[src/rtl/mantissa_aligner.sv]
// Aligns the mantissas of two IEEE-754 singles: picks the larger magnitude and right-shifts
// the smaller through a 5-layer barrel shifter, one layer per cycle. Define MANTISSA_ALIGNER_STICKY_EN for sticky.
module mantissa_aligner (
    input  logic        clk,
    input  logic        rst_n,
    input  logic        in_valid,
    output logic        in_ready,
    input  logic [31:0] a,
    input  logic [31:0] b,
    output logic        out_valid,
    input  logic        out_ready,
    output logic [24:0] m_big,
    output logic [24:0] m_small,
    output logic [7:0]  e_out,
    output logic        sign_big,
    output logic        sign_small,
    output logic        swapped,
    output logic        sticky
);

    typedef enum logic [1:0] {
        IDLE  = 2'd0,
        CMP   = 2'd1,
        SHIFT = 2'd2,
        DONE  = 2'd3
    } state_t;

    // Denormals (exponent field 0) behave as exponent 1 with no hidden bit.
    function automatic logic [7:0] eff_exp(input logic [31:0] f);
        eff_exp = (f[30:23] == 8'd0) ? 8'd1 : f[30:23];
    endfunction

    function automatic logic [24:0] mant(input logic [31:0] f);
        mant = {(f[30:23] != 8'd0), f[22:0], 1'b0};
    endfunction

    state_t      state_q, state_d;
    logic [31:0] a_q, a_d, b_q, b_d;
    logic [24:0] m_big_q, m_big_d, m_small_q, m_small_d;
    logic [7:0]  e_out_q, e_out_d;
    logic        sign_big_q, sign_big_d, sign_small_q, sign_small_d;
    logic        swapped_q, swapped_d;
    logic [4:0]  diff_q, diff_d;
    logic [2:0]  layer_q, layer_d;

    logic [7:0]  ea_s, eb_s, diff_raw_s;
    logic        swap_s;
    logic [4:0]  shamt_s;
    logic        layer_en_s;
    logic [24:0] shifted_s;

`ifdef MANTISSA_ALIGNER_STICKY_EN
    logic        sticky_q, sticky_d;
    logic        lost_s;
`endif

    // Magnitude compare of the captured operands.
    always_comb begin
        ea_s   = eff_exp(a_q);
        eb_s   = eff_exp(b_q);
        swap_s = (eb_s > ea_s) || ((eb_s == ea_s) && (b_q[22:0] > a_q[22:0]));
        if (swap_s) begin
            diff_raw_s = eb_s - ea_s;
        end else begin
            diff_raw_s = ea_s - eb_s;
        end
    end

    // Current shifter layer: weight 16 first, down to weight 1; each gated by its diff bit.
    always_comb begin
        case (layer_q)
            3'd0:    begin shamt_s = 5'd16; layer_en_s = diff_q[4]; end
            3'd1:    begin shamt_s = 5'd8;  layer_en_s = diff_q[3]; end
            3'd2:    begin shamt_s = 5'd4;  layer_en_s = diff_q[2]; end
            3'd3:    begin shamt_s = 5'd2;  layer_en_s = diff_q[1]; end
            3'd4:    begin shamt_s = 5'd1;  layer_en_s = diff_q[0]; end
            default: begin shamt_s = 5'd0;  layer_en_s = 1'b0;      end
        endcase
        shifted_s = m_small_q >> shamt_s;
`ifdef MANTISSA_ALIGNER_STICKY_EN
        lost_s = |(m_small_q & ((25'd1 << shamt_s) - 25'd1));
`endif
    end

    // Next-state and datapath update.
    always_comb begin
        state_d      = state_q;
        a_d          = a_q;
        b_d          = b_q;
        m_big_d      = m_big_q;
        m_small_d    = m_small_q;
        e_out_d      = e_out_q;
        sign_big_d   = sign_big_q;
        sign_small_d = sign_small_q;
        swapped_d    = swapped_q;
        diff_d       = diff_q;
        layer_d      = layer_q;
`ifdef MANTISSA_ALIGNER_STICKY_EN
        sticky_d     = sticky_q;
`endif
        case (state_q)
            IDLE: begin
                if (in_valid) begin
                    a_d     = a;
                    b_d     = b;
                    state_d = CMP;
                end else begin
                    state_d = IDLE;
                end
            end
            CMP: begin
                if (swap_s) begin
                    m_big_d      = mant(b_q);
                    m_small_d    = mant(a_q);
                    e_out_d      = eb_s;
                    sign_big_d   = b_q[31];
                    sign_small_d = a_q[31];
                end else begin
                    m_big_d      = mant(a_q);
                    m_small_d    = mant(b_q);
                    e_out_d      = ea_s;
                    sign_big_d   = a_q[31];
                    sign_small_d = b_q[31];
                end
                swapped_d = swap_s;
                diff_d    = (diff_raw_s > 8'd31) ? 5'd31 : diff_raw_s[4:0];
                layer_d   = 3'd0;
`ifdef MANTISSA_ALIGNER_STICKY_EN
                sticky_d  = 1'b0;
`endif
                state_d   = SHIFT;
            end
            SHIFT: begin
                if (layer_en_s) begin
                    m_small_d = shifted_s;
`ifdef MANTISSA_ALIGNER_STICKY_EN
                    sticky_d  = sticky_q | lost_s;
`endif
                end else begin
                    m_small_d = m_small_q;
                end
                if (layer_q == 3'd4) begin
                    layer_d = 3'd0;
                    state_d = DONE;
                end else begin
                    layer_d = layer_q + 3'd1;
                    state_d = SHIFT;
                end
            end
            DONE: begin
                if (out_ready) begin
                    state_d = IDLE;
                end else begin
                    state_d = DONE;
                end
            end
            default: begin
                state_d = IDLE;
            end
        endcase
    end

    // State and datapath registers.
    always_ff @(posedge clk or negedge rst_n) begin
        if (!rst_n) begin
            state_q      <= IDLE;
            a_q          <= 32'd0;
            b_q          <= 32'd0;
            m_big_q      <= 25'd0;
            m_small_q    <= 25'd0;
            e_out_q      <= 8'd0;
            sign_big_q   <= 1'b0;
            sign_small_q <= 1'b0;
            swapped_q    <= 1'b0;
            diff_q       <= 5'd0;
            layer_q      <= 3'd0;
        end else begin
            state_q      <= state_d;
            a_q          <= a_d;
            b_q          <= b_d;
            m_big_q      <= m_big_d;
            m_small_q    <= m_small_d;
            e_out_q      <= e_out_d;
            sign_big_q   <= sign_big_d;
            sign_small_q <= sign_small_d;
            swapped_q    <= swapped_d;
            diff_q       <= diff_d;
            layer_q      <= layer_d;
        end
    end

`ifdef MANTISSA_ALIGNER_STICKY_EN
    // Sticky accumulator.
    always_ff @(posedge clk or negedge rst_n) begin
        if (!rst_n) begin
            sticky_q <= 1'b0;
        end else begin
            sticky_q <= sticky_d;
        end
    end
    assign sticky = sticky_q;
`else
    assign sticky = 1'b0;
`endif

    assign in_ready   = (state_q == IDLE);
    assign out_valid  = (state_q == DONE);
    assign m_big      = m_big_q;
    assign m_small    = m_small_q;
    assign e_out      = e_out_q;
    assign sign_big   = sign_big_q;
    assign sign_small = sign_small_q;
    assign swapped    = swapped_q;

endmodule

[config.mk]
export PLATFORM = sky130hd
export DESIGN_NAME = mantissa_aligner
export DESIGN_NICKNAME = d
export VERILOG_FILES = /design/src/rtl/mantissa_aligner.sv
export SDC_FILE = /design/constraint.sdc
export NUM_CORES = 1
export LEC_CHECK = 0
export ABC_AREA = 0
export CAP_MARGIN = 10
export CORE_MARGIN = 4
export CORE_UTILIZATION = 57
export CTS_BUF_LIST = sky130_fd_sc_hd__clkbuf_8
export DETAILED_ROUTE_END_ITERATION = 16
export PLACE_DENSITY = 0.85
export SYNTH_ARGS = -nofsm -noshare
export SYNTH_HDL_FRONTEND = slang
export SYNTH_SLANG_ARGS = --single-unit
[constraint.sdc]
create_clock -name clk -period 4.1 [get_ports clk]
set_clock_uncertainty 0.1 [all_clocks]
set_input_delay 0.41 -clock clk [delete_from_list [all_inputs] [get_ports clk]]
set_output_delay 0.41 -clock clk [all_outputs]
set_load 0.01 [all_outputs]
== Yosys cells after proc, flatten, opt, wreduce, memory -nomap -nowiden ==
Index checks and enable logic that the tools add are counted.

* Bits in registers: 135
* Latch bits: 0
* Bits in writable memories: 0
* Memory bits (read-only): 0
* Bits of input ports: 68
* Output and inout port bits: 64
* Memories kept: 0

* Add/sub/neg operators: 3
* $mul: 0
* Div/mod/pow operators: 0
* Magnitude comparators: 3
* Equal/unequal tests: 9
* Shifts and indexed selects: 1
* Mux-type cells: 19
* Bitwise logic cells: 0
* Reductions and logical operators: 11

{| class="wikitable"
|+ Operator list
! cell !! count
|-
| $mux W25 || 3
|-
| $pmux W25 S2 || 1
|-
| $mux W8 || 4
|-
| $pmux W5 S5 || 1
|-
| $shr A25 B5 Y25 || 1
|-
| $gt A23 B23 Y1 || 1
|-
| $logic_not A8 Y1 || 2
|-
| $reduce_bool A8 Y1 || 2
|-
| $sub A8 B8 Y8 || 2
|-
| $eq A8 B8 Y1 || 1
|-
| $gt A8 B5 Y1 const B || 1
|-
| $gt A8 B8 Y1 || 1
|-
| $pmux W2 S4 || 1
|-
| $eq A3 B2 Y1 const B || 2
|-
| $pmux W3 S2 || 1
|-
| $mux W5 || 1
|-
| $pmux W1 S5 || 1
|-
| $eq A2 B2 Y1 const B || 2
|-
| $mux W1 || 4
|-
| $reduce_and A2 Y1 || 2
|-
| $add A3 B1 Y3 const B || 1
|-
| $eq A3 B1 Y1 const B || 1
|-
| $eq A3 B3 Y1 const B || 1
|-
| $logic_not A3 Y1 || 1
|-
| 8 further kinds || 8
|}

== Logic depth before layout (Yosys ltp) ==
* Word-level depth: 8
* Depth in mapped cells: 14
* Mapped depth without buffers: 13

== Worst setup path before layout ==
OpenSTA, ideal clock, no wires.

* Path kind: register to register
* Start: reg a_q[24]
* End: reg m_small_q[12] (netlist: m_small[12])
* Arrival: 3.206 ns
* Required time: 3.874 ns
* Slack: 0.668 ns
* Cell stages (with the launch flop): 13
* Clock period less this slack: 3.432 ns
* Cell sequence: dfrtp_1 -> nor4_1 -> a21oi_1 -> inv_1 -> ha_1 -> inv_1 -> fa_1 -> a31o_1 -> a221o_1 -> a22o_2 -> nor2_8 -> mux2_2 -> a221o_1

* Word-level cells in the longest chain between the ends: 7
* Elaborated cells on any way between the ends: 8

{| class="wikitable"
|+ RTL lines
! element !! RTL line !! RTL
|-
| from (decl) || 38 || <nowiki>logic [31:0] a_q, a_d, b_q, b_d;</nowiki>
|-
| from (signal assigned) || 167 || <nowiki>a_q <= 32'd0;</nowiki>
|-
| from (signal assigned) || 179 || <nowiki>a_q <= a_d;</nowiki>
|-
| $logic_not A8 Y1 || 30 || <nowiki>eff_exp = (f[30:23] == 8'd0) ? 8'd1 : f[30:23];</nowiki>
|-
| $mux W8 (*) || 30 ||
|-
| branches (longest 2 deep; another with $gt A8 B8 Y1) || - ||
|-
| $logic_or A1 B1 Y1 (*) || 61 || <nowiki>swap_s = (eb_s > ea_s) || ((eb_s == ea_s) && (b_q[22:0] > a_q[22:0]));</nowiki>
|-
| $mux W25 (*) || 112 || <nowiki>if (swap_s) begin</nowiki>
|-
| $pmux W25 S2 (*) || 101 || <nowiki>case (state_q)</nowiki>
|-
| to (signal assigned) || 182 || <nowiki>m_small_q <= m_small_d;</nowiki>
|-
| to (decl) || 39 || <nowiki>logic [24:0] m_big_q, m_big_d, m_small_q, m_small_d;</nowiki>
|}

Mark *: on every way between the ends.
A chain may end at the register's enable or synchronous reset.

== Final worst setup path ==
* Start: reg a_q[28]
* End: reg diff_q[2]

* Word-level cells in the longest chain between the ends: 8
* Elaborated cells on any way between the ends: 11

{| class="wikitable"
|+ RTL lines
! element !! RTL line !! RTL
|-
| $logic_not A8 Y1 || 30 ||
|-
| $mux W8 (*) || 30 ||
|-
| branches (longest 3 deep; another with $gt A8 B8 Y1) || - ||
|-
| $mux W8 (*) || 62 || <nowiki>if (swap_s) begin</nowiki>
|-
| $gt A8 B5 Y1 || 126 || <nowiki>diff_d = (diff_raw_s > 8'd31) ? 5'd31 : diff_raw_s[4:0];</nowiki>
|-
| $mux W5 (*) || 126 ||
|-
| to (signal assigned) || 187 || <nowiki>diff_q <= diff_d;</nowiki>
|-
| to (decl) || 43 || <nowiki>logic [4:0] diff_q, diff_d;</nowiki>
|}

Marked as above.

==> run_results.csv <==
group,metric,value,unit
timing,layout_setup_ws,0.243,ns
grt,overflow,0,
drt,post_drt_wl_per_cell,20.6,um
worst_setup_path,r2r_start,"a_q[28]$_DFFE_PN0P_",
synthesis,synth.top_cell.area_share,0.380,
floorplan,die-area,0.0175,mm2
grt,grt_pass1_wl,40.7,mm
drt,dr.pass1.iters,5,
timing,slew_violations,0,
synthesis,synth_cell_type_count,69,
floorplan,die_x,132,um
hold_path,hold_depth,2,
synthesis,ys_ff_latch,134,
timing,period_share,0.941,
worst_setup_path,worstRegToRegCells,13,
power_and_ir_drop,powerDensity,966,mW/mm2
timing,fin_tns_setup,0,ns
final_layout,mostFrequentLayoutCell,"dfrtp_1",
hold_path,whs_endpoint,"m_small[0]$_DFFE_PN0P_",
synthesis,synth_top_family_by_area,"compound AO/OA/AOI/OAI gates",
drt,detail_route.vias_per_cell,6.39,
final_layout,fin_util,0.706,
final_layout,layout_common_cells,"134 x dfrtp_1, 128 x clkdlybuf4s50_1, 84 x a21oi_1",
synthesis,synth_xor_area_frac,0.00496,
power_and_ir_drop,vdd_ir_drop_max,0.536,mV
grt,grt_usage,0.285,
worst_setup_path,crit_type,"flop to flop",
drt,drc_errors,0,
grt,antenna_found_initial,0,
worst_setup_path,cp-start-kind,"flop",
power_and_ir_drop,seq_power_share,0.269,
drt,routed_wl,25.1,mm
synthesis,syn_area,0.00883,mm2
drt,via_count,7774,
timing,fmax,259,MHz
drt,ant_nets,0,
job,maxCapViolations,0,
worst_setup_path,cp_max_fo,15,
floorplan,num_rows,45,
timing,finalSetupViolations,0,
cts,cts_made_buffers,17,
synthesis,seq_area_frac_synth,0.380,
final_layout,nNetsFinal,1133,
worst_setup_path,arrival,4.06,ns
synthesis,yosys_warnings,0,
synthesis,synth_area_leaders,"dfrtp_1 38%, mux2_2 9.3%, mux2i_1 6.8%",
place,place_congestion,0.961,
synthesis,yosys.area.top_type,"dfrtp_1",
worst_setup_path,r2r-end,"diff_q[2]$_DFFE_PN0P_",
run_status,status,"complete, no violations",
synthesis,synth-simple-area-share,0.117,
worst_setup_path,reg2reg_slack,0.24,ns
synthesis,synth_mux_area_frac,0.181,
synthesis,synthAdderAreaFrac,0.0711,
cts,ctsRootBufferMaster,"clkbuf_8",
hold_path,hold_class,"flop to flop",
synthesis,synth_ff_type,"dfrtp_1",
timing,relSlewSlack,0.417,
cts,cts_max_path_buffers,2,
place,dp.final_hpwl,18.1,mm
cts,clk_latency,0.44,ns
place,pre_cts_slack,0.191,ns
floorplan,io_pins,132,
timing,final-hold-violation-count,0,
power_and_ir_drop,internal_power,5620,uW
final_layout,area_growth,21.5,%
cts,post_cts.repair.setup_buffers,0,
power_and_ir_drop,switchingPower,4740,uW
final_layout,drive_above_1_share,0.158,
power_and_ir_drop,clockPowerShare,0.112,
cts,cts_sinks,134,
hold_path,hp-start,"m_small[0]$_DFFE_PN0P_",
power_and_ir_drop,p_leak,0.00471,uW
worst_setup_path,critPathCaptureType,"flop",
power_and_ir_drop,power.share.switching,0.457,
timing,worstMarginPinSlew,0.872,ns
grt,grt_max_degree,82,
synthesis,synth-compound-area-share,0.182,
cts,clk_pin_slew_worst_paths,0.08,ns
synthesis,synth_edf_count,0,
drt,drt_iter0_markers,670,
grt,grt_pass1_vias,7656,
synthesis,netlist_instances,902,
timing,rsz0062_at_grt,"false",
power_and_ir_drop,combinationalPowerShare,0.618,
synthesis,synth_area_per_cell,9.79,um2
cts,cts_max_level,4,
floorplan,fp.dieH,132,um
floorplan,coreArea,0.0152,mm2
final_layout,num_antenna_cells,0,
floorplan,initial_core_util,0.581,
timing,period_needed,3.86,ns
place,portBuffers,129,
cts,cts_tree,"done",
worst_setup_path,worstPathRequired,4.30,ns
synthesis,async_reset_ff_frac,1.00,
## metrics by stage
stage | instance area (um2) | power (uW) | std cells | hold WS (ns)
floorplan | 8830 | 6990 | 903 | 0.0144
global placement | 10300 | 8850 | 1184 | 0.388
detailed placement | 10300 | 9010 | 1184 | 0.393
CTS | 10700 | 10300 | 1217 | 0.414
global route | 10700 | 11100 | 1217 | 0.438
finish | 10700 | 10400 | 1217 | 0.406
## synth_stat cells (9+ instances only)
master / number
nor2_1: 68
mux2i_1: 60
o21ai_0: 35
ha_1: 47
nand3_1: 23
nand2_1: 41
mux2_2: 73
clkbuf_1: 48
nand4_1: 13
a31oi_1: 11
and2_1: 15
inv_1: 51
a21oi_1: 84
dfrtp_1: 134
o211ai_1: 11
o22a_1: 9
a211oi_1: 16
## layout make-up
class	instances	area [um2]
clock inverters	14	174
fillers	1106	4470
well taps	188	235
inverters	53	199
clock buffers	18	248
multi-input cells	645	4930
repair buffers	165	1590
flip-flops and latches	134	3350
## worst max-delay path: stages (launching register included)
cell     delay (ns)
dfrtp_1        0.43
nor4_2         0.35
a21oi_1        0.16
inv_1          0.08
ha_1           0.16
inv_1          0.06
fa_1           0.41
a31o_1         0.27
a221o_1        0.32
a22o_2         0.38
nor2_8         0.28
buf_12         0.20
mux2i_1        0.40
a31oi_1        0.13
## worst max-delay path by stage
stage	startpoint	to	cells after the start
floorplan	a_q[24]$_DFFE_PN0P_	m_small[12]$_DFFE_PN0P_	12
global placement	a_q[28]$_DFFE_PN0P_	diff_q[2]$_DFFE_PN0P_	13
detailed placement	a_q[28]$_DFFE_PN0P_	diff_q[2]$_DFFE_PN0P_	13
CTS	a_q[28]$_DFFE_PN0P_	diff_q[2]$_DFFE_PN0P_	13
global route	a_q[25]$_DFFE_PN0P_	diff_q[1]$_DFFE_PN0P_	13
finish	a_q[28]$_DFFE_PN0P_	diff_q[2]$_DFFE_PN0P_	13
## kinds of logic (layout without fill, tap and decap cells)
kind of cell               after synthesis  after routing
AOI/OAI and AO/OA                      243            243
and+or+nand+nor                        204            204
muxes                                  142            142
DFF                                    134            134
buffers and inverters                  124            250
adders and majority gates               49             49
xor gates and xnor gates                 5              5
other                                    1              2
## what timing repair did
| action | 4_1_cts | 5_1_grt |
|---|---|---|
| hold buffers | 1 | 0 |
| hold endpoints to repair | 79 | 0 |
| endpoints found under the setup margin | 0 | 12 |
| resized for setup | 0 | 1 |
## metal layers
layer,wire length [um],global-route usage
met1,10700,0.394
met2,11700,0.455
met3,2060,0.0586
met4,646,0.0889
met5,0,0
## registers in the layout (all words and copies together), names as in the netlist
register	flops
layer_q	3
e_out	8
m_small	25
sign_big	1
b_q	32
diff_q	5
swapped	1
a_q	32
m_big	24
sign_small	1
state_q	2
## power groups by stage
stage               registers, uW  logic (uW)  clock network (uW)
floorplan                    2600        4390                   0
global placement             2750        6110                   0
detailed placement           2770        6240                   0
CTS                          2760        6330                1170
global route                 2880        6970                1220
finish                       2790        6410                1160
No activity file was read; power rests on OpenSTA's default activity.
